$ cat src/rtl/lcd_ctrl.sv
// lcd_ctrl -- character-LCD write sequencer for the core's IO block.
//
// Accepts one command/data byte per req_vld/req_rdy handshake and drives the
// HD44780-style pins: RS/DATA setup, E pulse, RS/DATA hold, then a post-write
// wait (long wait for clear/home commands 8'h01..8'h03 with rs=0).
//
// Handshake: a request transfers on a rising clk edge where req_vld && req_rdy
// (only possible in IDLE). req_rs/req_data are captured on that edge and
// req_rdy drops after it. req_rdy is a register, so there is no combinational
// path from req_vld to req_rdy. Requests while busy are ignored, not queued.
//
// Optional feature: define LCD_INIT_EN to build the power-on delay and the
// 4-command init sequence (38, 0C, 01, 06); req_rdy stays low until it ends.
//
// Ports:
//   clk, rst        clock, synchronous active-high reset
//   req_vld/req_rdy request handshake; req_rs (0=cmd,1=data), req_data byte
//   busy            inverse of req_rdy
//   lcd_on, lcd_en, lcd_rs, lcd_rw, lcd_data   LCD pins
//   io_lcd          packed {lcd_on, 20'b0, en, rs, rw, data}
//   fsm_state       current FSM state, for observation only
module lcd_ctrl #(
    parameter int SETUP_CYC     = 4,
    parameter int PULSE_CYC     = 12,
    parameter int HOLD_CYC      = 4,
    parameter int CMD_WAIT_CYC  = 2000,
    parameter int CLR_WAIT_CYC  = 80000,
    parameter int INIT_WAIT_CYC = 800000
) (
    input  logic        clk,
    input  logic        rst,
    input  logic        req_vld,
    output logic        req_rdy,
    input  logic        req_rs,
    input  logic [7:0]  req_data,
    output logic        busy,
    output logic        lcd_on,
    output logic        lcd_en,
    output logic        lcd_rs,
    output logic        lcd_rw,
    output logic [7:0]  lcd_data,
    output logic [31:0] io_lcd,
    output logic [2:0]  fsm_state
);

    typedef enum logic [2:0] {
        S_INIT_WAIT = 3'd0,
        S_IDLE      = 3'd1,
        S_SETUP     = 3'd2,
        S_PULSE     = 3'd3,
        S_HOLD      = 3'd4,
        S_WAIT      = 3'd5
    } state_t;

    // One shared down-counter, wide enough for the largest load value.
    localparam int MAX_A   = (SETUP_CYC > PULSE_CYC) ? SETUP_CYC : PULSE_CYC;
    localparam int MAX_B   = (HOLD_CYC > CMD_WAIT_CYC) ? HOLD_CYC : CMD_WAIT_CYC;
    localparam int MAX_C   = (CLR_WAIT_CYC > INIT_WAIT_CYC) ? CLR_WAIT_CYC : INIT_WAIT_CYC;
    localparam int MAX_AB  = (MAX_A > MAX_B) ? MAX_A : MAX_B;
    localparam int MAX_CYC = (MAX_AB > MAX_C) ? MAX_AB : MAX_C;
    localparam int CW      = $clog2(MAX_CYC + 1);

    state_t        state;
    logic [CW-1:0] cnt;
    logic          is_clear;

    // Clear/home commands need the long post-write wait.
    assign is_clear = !lcd_rs && (lcd_data == 8'h01 || lcd_data == 8'h02 ||
                                  lcd_data == 8'h03);

    assign lcd_on    = 1'b1;
    assign lcd_rw    = 1'b0;
    assign io_lcd    = {lcd_on, 20'b0, lcd_en, lcd_rs, lcd_rw, lcd_data};
    assign fsm_state = state;

`ifdef LCD_INIT_EN
    logic [1:0] init_idx;
    logic       init_busy;

    function automatic logic [7:0] init_byte(input logic [1:0] idx);
        case (idx)
            2'd0:    init_byte = 8'h38;
            2'd1:    init_byte = 8'h0C;
            2'd2:    init_byte = 8'h01;
            default: init_byte = 8'h06;
        endcase
    endfunction
`endif

    always_ff @(posedge clk) begin
        if (rst) begin
            lcd_en   <= 1'b0;
            lcd_rs   <= 1'b0;
            lcd_data <= 8'h00;
`ifdef LCD_INIT_EN
            state     <= S_INIT_WAIT;
            cnt       <= CW'(INIT_WAIT_CYC - 1);
            req_rdy   <= 1'b0;
            busy      <= 1'b1;
            init_idx  <= 2'd0;
            init_busy <= 1'b1;
`else
            state   <= S_IDLE;
            cnt     <= '0;
            req_rdy <= 1'b1;
            busy    <= 1'b0;
`endif
        end else begin
            case (state)
`ifdef LCD_INIT_EN
                S_INIT_WAIT: begin
                    if (cnt == '0) begin
                        lcd_rs   <= 1'b0;
                        lcd_data <= init_byte(2'd0);
                        cnt      <= CW'(SETUP_CYC - 1);
                        state    <= S_SETUP;
                    end else begin
                        cnt <= cnt - 1'b1;
                    end
                end
`endif
                S_IDLE: begin
                    if (req_vld && req_rdy) begin
                        lcd_rs   <= req_rs;
                        lcd_data <= req_data;
                        req_rdy  <= 1'b0;
                        busy     <= 1'b1;
                        cnt      <= CW'(SETUP_CYC - 1);
                        state    <= S_SETUP;
                    end
                end
                S_SETUP: begin
                    if (cnt == '0) begin
                        lcd_en <= 1'b1;
                        cnt    <= CW'(PULSE_CYC - 1);
                        state  <= S_PULSE;
                    end else begin
                        cnt <= cnt - 1'b1;
                    end
                end
                S_PULSE: begin
                    if (cnt == '0) begin
                        lcd_en <= 1'b0;
                        cnt    <= CW'(HOLD_CYC - 1);
                        state  <= S_HOLD;
                    end else begin
                        cnt <= cnt - 1'b1;
                    end
                end
                S_HOLD: begin
                    if (cnt == '0) begin
                        cnt   <= is_clear ? CW'(CLR_WAIT_CYC - 1) : CW'(CMD_WAIT_CYC - 1);
                        state <= S_WAIT;
                    end else begin
                        cnt <= cnt - 1'b1;
                    end
                end
                S_WAIT: begin
                    if (cnt == '0) begin
`ifdef LCD_INIT_EN
                        if (init_busy && init_idx != 2'd3) begin
                            // Next init command goes straight to SETUP.
                            init_idx <= init_idx + 2'd1;
                            lcd_rs   <= 1'b0;
                            lcd_data <= init_byte(init_idx + 2'd1);
                            cnt      <= CW'(SETUP_CYC - 1);
                            state    <= S_SETUP;
                        end else begin
                            init_busy <= 1'b0;
                            req_rdy   <= 1'b1;
                            busy      <= 1'b0;
                            state     <= S_IDLE;
                        end
`else
                        req_rdy <= 1'b1;
                        busy    <= 1'b0;
                        state   <= S_IDLE;
`endif
                    end else begin
                        cnt <= cnt - 1'b1;
                    end
                end
                default: begin
                    lcd_en  <= 1'b0;
                    req_rdy <= 1'b1;
                    busy    <= 1'b0;
                    state   <= S_IDLE;
                end
            endcase
        end
    end

endmodule

$ cat config.mk
export PLATFORM = sky130hd
export DESIGN_NAME = lcd_ctrl
export DESIGN_NICKNAME = d
export VERILOG_FILES = /design/src/rtl/lcd_ctrl.sv
export SDC_FILE = /design/constraint.sdc
export NUM_CORES = 1
export LEC_CHECK = 0
export BUFFER_PORTS_ARGS = -buffer_cell sky130_fd_sc_hd__buf_4
export CORE_UTILIZATION = 45
export CTS_CLUSTER_DIAMETER = 40
export DETAILED_ROUTE_END_ITERATION = 8
export PLACE_DENSITY = 0.7
export REMOVE_ABC_BUFFERS = 1
export SYNTH_ARGS = -nofsm -noshare
export SYNTH_HDL_FRONTEND = slang
export SYNTH_SLANG_ARGS = --single-unit
$ cat constraint.sdc
create_clock -name clk -period 2.1 [get_ports clk]
set_input_delay 0.315 -clock clk [delete_from_list [all_inputs] [get_ports clk]]
set_output_delay 0.315 -clock clk [all_outputs]
set_load 0.01 [all_outputs]
Yosys cells after proc, flatten, opt, wreduce, memory -nomap -nowiden

Index checks and enable logic that the tools add are counted.
Widths: inputs -> output; s select.

Multiplexer cells: 20
Shift-type cells: 0
Reductions and logical operators: 14
Multiply operators: 0
Eq/ne operators: 14
Bitwise operators: 2
Div/mod/pow operators: 0
Add/sub/neg operators: 1
$lt $le $gt $ge: 0

Operators with widths:

| kind                  | count |
|---|---|
| $mux 20               | 5 |
| $pmux 20 s5           | 1 |
| $logic_not 20->1      | 1 |
| $sub 20x1->20 const B | 1 |
| $mux 17               | 1 |
| $eq 8x2->1 const B    | 2 |
| $mux 3                | 5 |
| $pmux 3 s5            | 1 |
| $ne 2x2->1 const B    | 6 |
| $pmux 1 s3            | 3 |
| $reduce_and 3->1      | 3 |
| $eq 8x1->1 const B    | 1 |
| $eq 3x2->1 const B    | 2 |
| $eq 3x3->1 const B    | 2 |
| $reduce_or 3->1       | 2 |
| $reduce_and 5->1      | 1 |
| $reduce_bool 5->1     | 1 |
| $mux 1                | 4 |
| $eq 3x1->1 const B    | 1 |
| $logic_and 1x1->1     | 2 |
| $logic_or 1x1->1      | 2 |
| $not 1->1             | 2 |
| $reduce_and 2->1      | 1 |
| $logic_not 1->1       | 1 |

Bits in writable memories: 0
Logic and storage cells: 58
Memories kept: 0
ROM bits: 0
Bits in registers: 35
Bits in latches: 0
Input port bits: 12

Longest topological paths before layout

Depth in word-level cells: 7
Depth in mapped cells: 8
Gate-level depth less buffers: 8

Worst setup path before layout

Ideal clock, no wire load.

Path type: register to register
From: register cnt[0]
To: register cnt[16]
Buffers on the path: 0
Period minus slack after synthesis: 1.829 ns
Arrival: 1.696 ns
Required time: 1.967 ns
Setup slack: 0.271 ns
Cell stages (with the launch flop): 9
Path through: dfxtp_1 -> inv_1 -> ha_1 -> nor3b_1 -> nand3_1 -> nor4b_1 -> nand2_1 -> a21oi_1 -> nor3_1

Cells in the longest elaborated chain, start to end: 3
Elaborated cells between the ends (all ways): 9
Those cells by class: add/sub: 1; eq/ne: 1; mux: 5; reduce/logical: 2

RTL lines:

| what                                                     | line | RTL |
|---|---|---|
| start: declaration                                       | 64   | `logic [CW-1:0] cnt;` |
| start signal: assignment                                 | 128  | `cnt <= CW'(SETUP_CYC - 1);` |
| start signal: assignment                                 | 135  | `cnt <= CW'(PULSE_CYC - 1);` |
| start signal: assignment                                 | 138  | `cnt <= cnt - 1'b1;` |
| $sub 20x1->20 / $logic_not 20->1 (equally long branches) | n/a  |  |
| $mux 20, or another cell as far along                    | 159  | `if (cnt == '0) begin` |
| $pmux 20 s5 / $reduce_and 3->1 (equally long branches)   | n/a  |  |

Parallel ways exist; a longest one is shown, timed or not. The select of a mux whose other input is x is not followed.
A chain may end at the register's enable or synchronous reset.

Final worst setup path

From: register cnt[11]
To: register lcd_en

Cells in the longest elaborated chain, start to end: 3
Elaborated cells between the ends (all ways): 4
Those cells by class: eq/ne: 2; reduce/logical: 2

RTL lines:

| what                                | line     | RTL |
|---|---|---|
| $logic_not 20->1 *                  | 133, 142 |  |
| $ne 2x2->1 (no source line)         | n/a      |  |
| $reduce_and 3->1 (no source line) * | n/a      |  |
| end signal: assignment              | 134      | `lcd_en <= 1'b1;` |
| end signal: assignment              | 143      | `lcd_en <= 1'b0;` |
| end signal: assignment              | 184      | `lcd_en <= 1'b0;` |
| end: declaration                    | 38       | `output logic lcd_en,` |

Every way passes the cells marked *; elsewhere a longest branch is shown, timed or not.

==> impl_metrics.json <==
{
  "status": "finished, final reports clean",
  "io_buffers": 36,
  "path_max_fanout": 6,
  "whs_ps": 259,
  "first_pass_iters": 5,
  "drc": 0,
  "finalWeightedCongestion": 0.874,
  "vias": 2088,
  "synth_edf_count": 0,
  "htree_levels": 2,
  "worstSetupStartpoint": "cnt[11]",
  "cts_inserted_buffers": 5,
  "grt_max_degree": 31,
  "insertion_delay_ps": 290,
  "arrival_ps": 2180,
  "cp.required_ps": 2290,
  "crit_cells": 6,
  "min_from": "req_data[6]",
  "syn_to_final_growth_pct": 18.4,
  "worstHoldPathCells": 3,
  "cts.sink_count": 35,
  "grtUsageTotal_pct": 21.6,
  "initial_core_util_pct": 46.8,
  "drive_gt1_share_pct": 27.0,
  "r2r_cells": 6,
  "hpwl_um": 3890,
  "period_minus_slack_ps": 1990,
  "routedWlPerCell_um": 14.3,
  "ys_warn_count": 0,
  "stdcell_count": 378,
  "die_x_um": 72.1,
  "crit_slowest_cell": "dfxtp_1",
  "drt_iter0_markers": 169,
  "ant_nets": 0,
  "worstSetupPathType": "flop to flop",
  "vias_per_cell": 5.52,
  "yosysTopAreaCellShare_pct": 31.7,
  "synth_top_area_cell": "dfxtp_1",
  "synthArstFlopShare_pct": 0,
  "hold_viol_final": 0,
  "grt_remaining_overflow": 0,
  "syn_area_um2": 2210,
  "setup_viol": 0,
  "slew_viol_final": 0,
  "core-area_um2": 4720,
  "netlist_top_cells_count": "36 x buf_4, 35 x dfxtp_1, 34 x nor2_1",
  "synth_area_leaders": "dfxtp_1 32%, buf_4 12%, nor2_1 5.8%",
  "io_pins": 61,
  "synth_flop_cell": "dfxtp_1",
  "critical_path_buf_inv_count": 0,
  "cp_top_family": "simple AND/OR/NAND/NOR gates",
  "slew_headroom_pct": 60.4,
  "fp.dieH_um": 72.1,
  "placedCellCount": 365,
  "drt-total-wl_um": 5420,
  "cts_root_buf": "clkbuf_8",
  "num_antenna_cells": 0,
  "worstReg2RegStart": "cnt[11]",
  "skew_ps": 4.20,
  "endpoint_kind": "flop",
  "final_nets": 324,
  "fmax_ghz": 0.503,
  "antenna_found_initial": 0,
  "synthCells": 267,
  "period_share_pct": 94.7,
  "grt_pass1_vias": 1844,
  "avgSynthCellArea_um2": 8.27,
  "start_kind": "flop",
  "dieArea_um2": 5190,
  "crit_chain": "nor4_4 -> nand3_2 -> nor3_1 -> nand2_1 -> o2bb2ai_1 -> a31o_2",
  "worstMarginPinSlew_ps": 591,
  "cap_violations": 0,
  "hp-class": "input pin to flop",
  "row_count": 25,
  "max_stage_delay_ps": 370,
  "synth_cell_type_count": 53,
  "fillers": 443,
  "ys_seq_area_share_pct": 31.7,
  "yosysMostFrequentCell": "buf_4",
  "clockBufferDepth": 2,
  "clkSlewWorstSetupHoldPaths_ps": 70,
  "cts_tree": "done",
  "grt_pass1_wl_um": 8660,
  "yosys_register_bits": 35
}
==> per-layer routing <==
layer | routed length (um) | share of wire [%] | global-route usage (%)
met5 | 0 | 0 | 0
met4 | 182 | 3.4 | 11.1
met3 | 277 | 5.1 | 4.86
met2 | 2640 | 49 | 35.2
met1 | 2320 | 43 | 26.7
==> path summary, 6_finish.rpt <==
check	endpoint	slack, ps
setup / recovery	lcd_en	110
hold / removal	lcd_data[6]	260
setup reg to reg	lcd_en	110
hold reg to reg	busy	490
==> stage by stage <==
stage	instance area (um2)	utilization [%]	setup WS, ps	setup TNS [ps]
after floorplan	1990	-	23.9	0
after global placement	2460	52.0	63.1	0
after detailed placement	2460	52.0	50.1	0
after CTS	2540	53.8	42.6	0
after global routing	2610	55.3	-19.5	-24.4
final	2610	55.3	111	0
==> state kept, by name, summed over array words and instances (netlist names) <==
signal	flops
req_rdy	1
busy	1
lcd_rs	1
fsm_state	3
lcd_en	1
lcd_data	8
cnt	20
==> kinds of logic (layout without fill, tap and decap cells) <==
family          after synthesis  after routing  synth area share (%)
simple gates                104            104                  26.9
compound gates               60             61                  18.8
buf+inv                      50             71                  15.0
flops                        35             35                  31.7
mux                           9              9                  4.08
xor+xnor                      5              5                  1.98
fa+ha+maj                     2              2                  1.13
other cells                   2             24                 0.340
==> worst reg2reg max path, cell delays in order (launching register included) <==
cell,delay (ps)
dfxtp_1,370
nor4_4,370
nand3_2,240
nor3_1,360
nand2_1,170
o2bb2ai_1,150
a31o_2,230
==> repair_timing <==
| item | CTS | global route |
|---|---|---|
| resized for setup | 0 | 8 |
| setup endpoints to repair | 0 | 17 |
| setup buffers | 0 | 4 |
| hold buffers | 0 | 0 |
==> placed cells by master (no fill, tap or decap), types with 3 or more instances in the layout <==
cell,count
inv_1,8
nand3_1,7
a21oi_1,16
a22oi_1,3
dfxtp_1,35
o21ai_0,9
a31oi_1,5
nor4_4,3
conb_1,24
a211oi_1,4
xor2_1,5
clkbuf_8,5
o211ai_1,5
nor4_1,5
buf_4,55
nor3_1,9
clkinv_2,3
nand4_1,5
nand2_1,14
nor3b_1,3
nor2_1,33
mux2i_1,9
==> layout make-up <==
class	count	area [um2]	share of cell area (%)
Multi-Input combinational cell	205	1300	49.8
Sequential cell	35	701	26.8
Clock buffer	5	68.8	2.63
Tap cell	67	83.8	3.21
Clock inverter	3	15.0	0.574
Inverter	8	30.0	1.15
Timing Repair Buffer	55	413	15.8
Power is not shown: default switching activity piles up to over one toggle a cycle in this logic, so the estimate is an artifact.
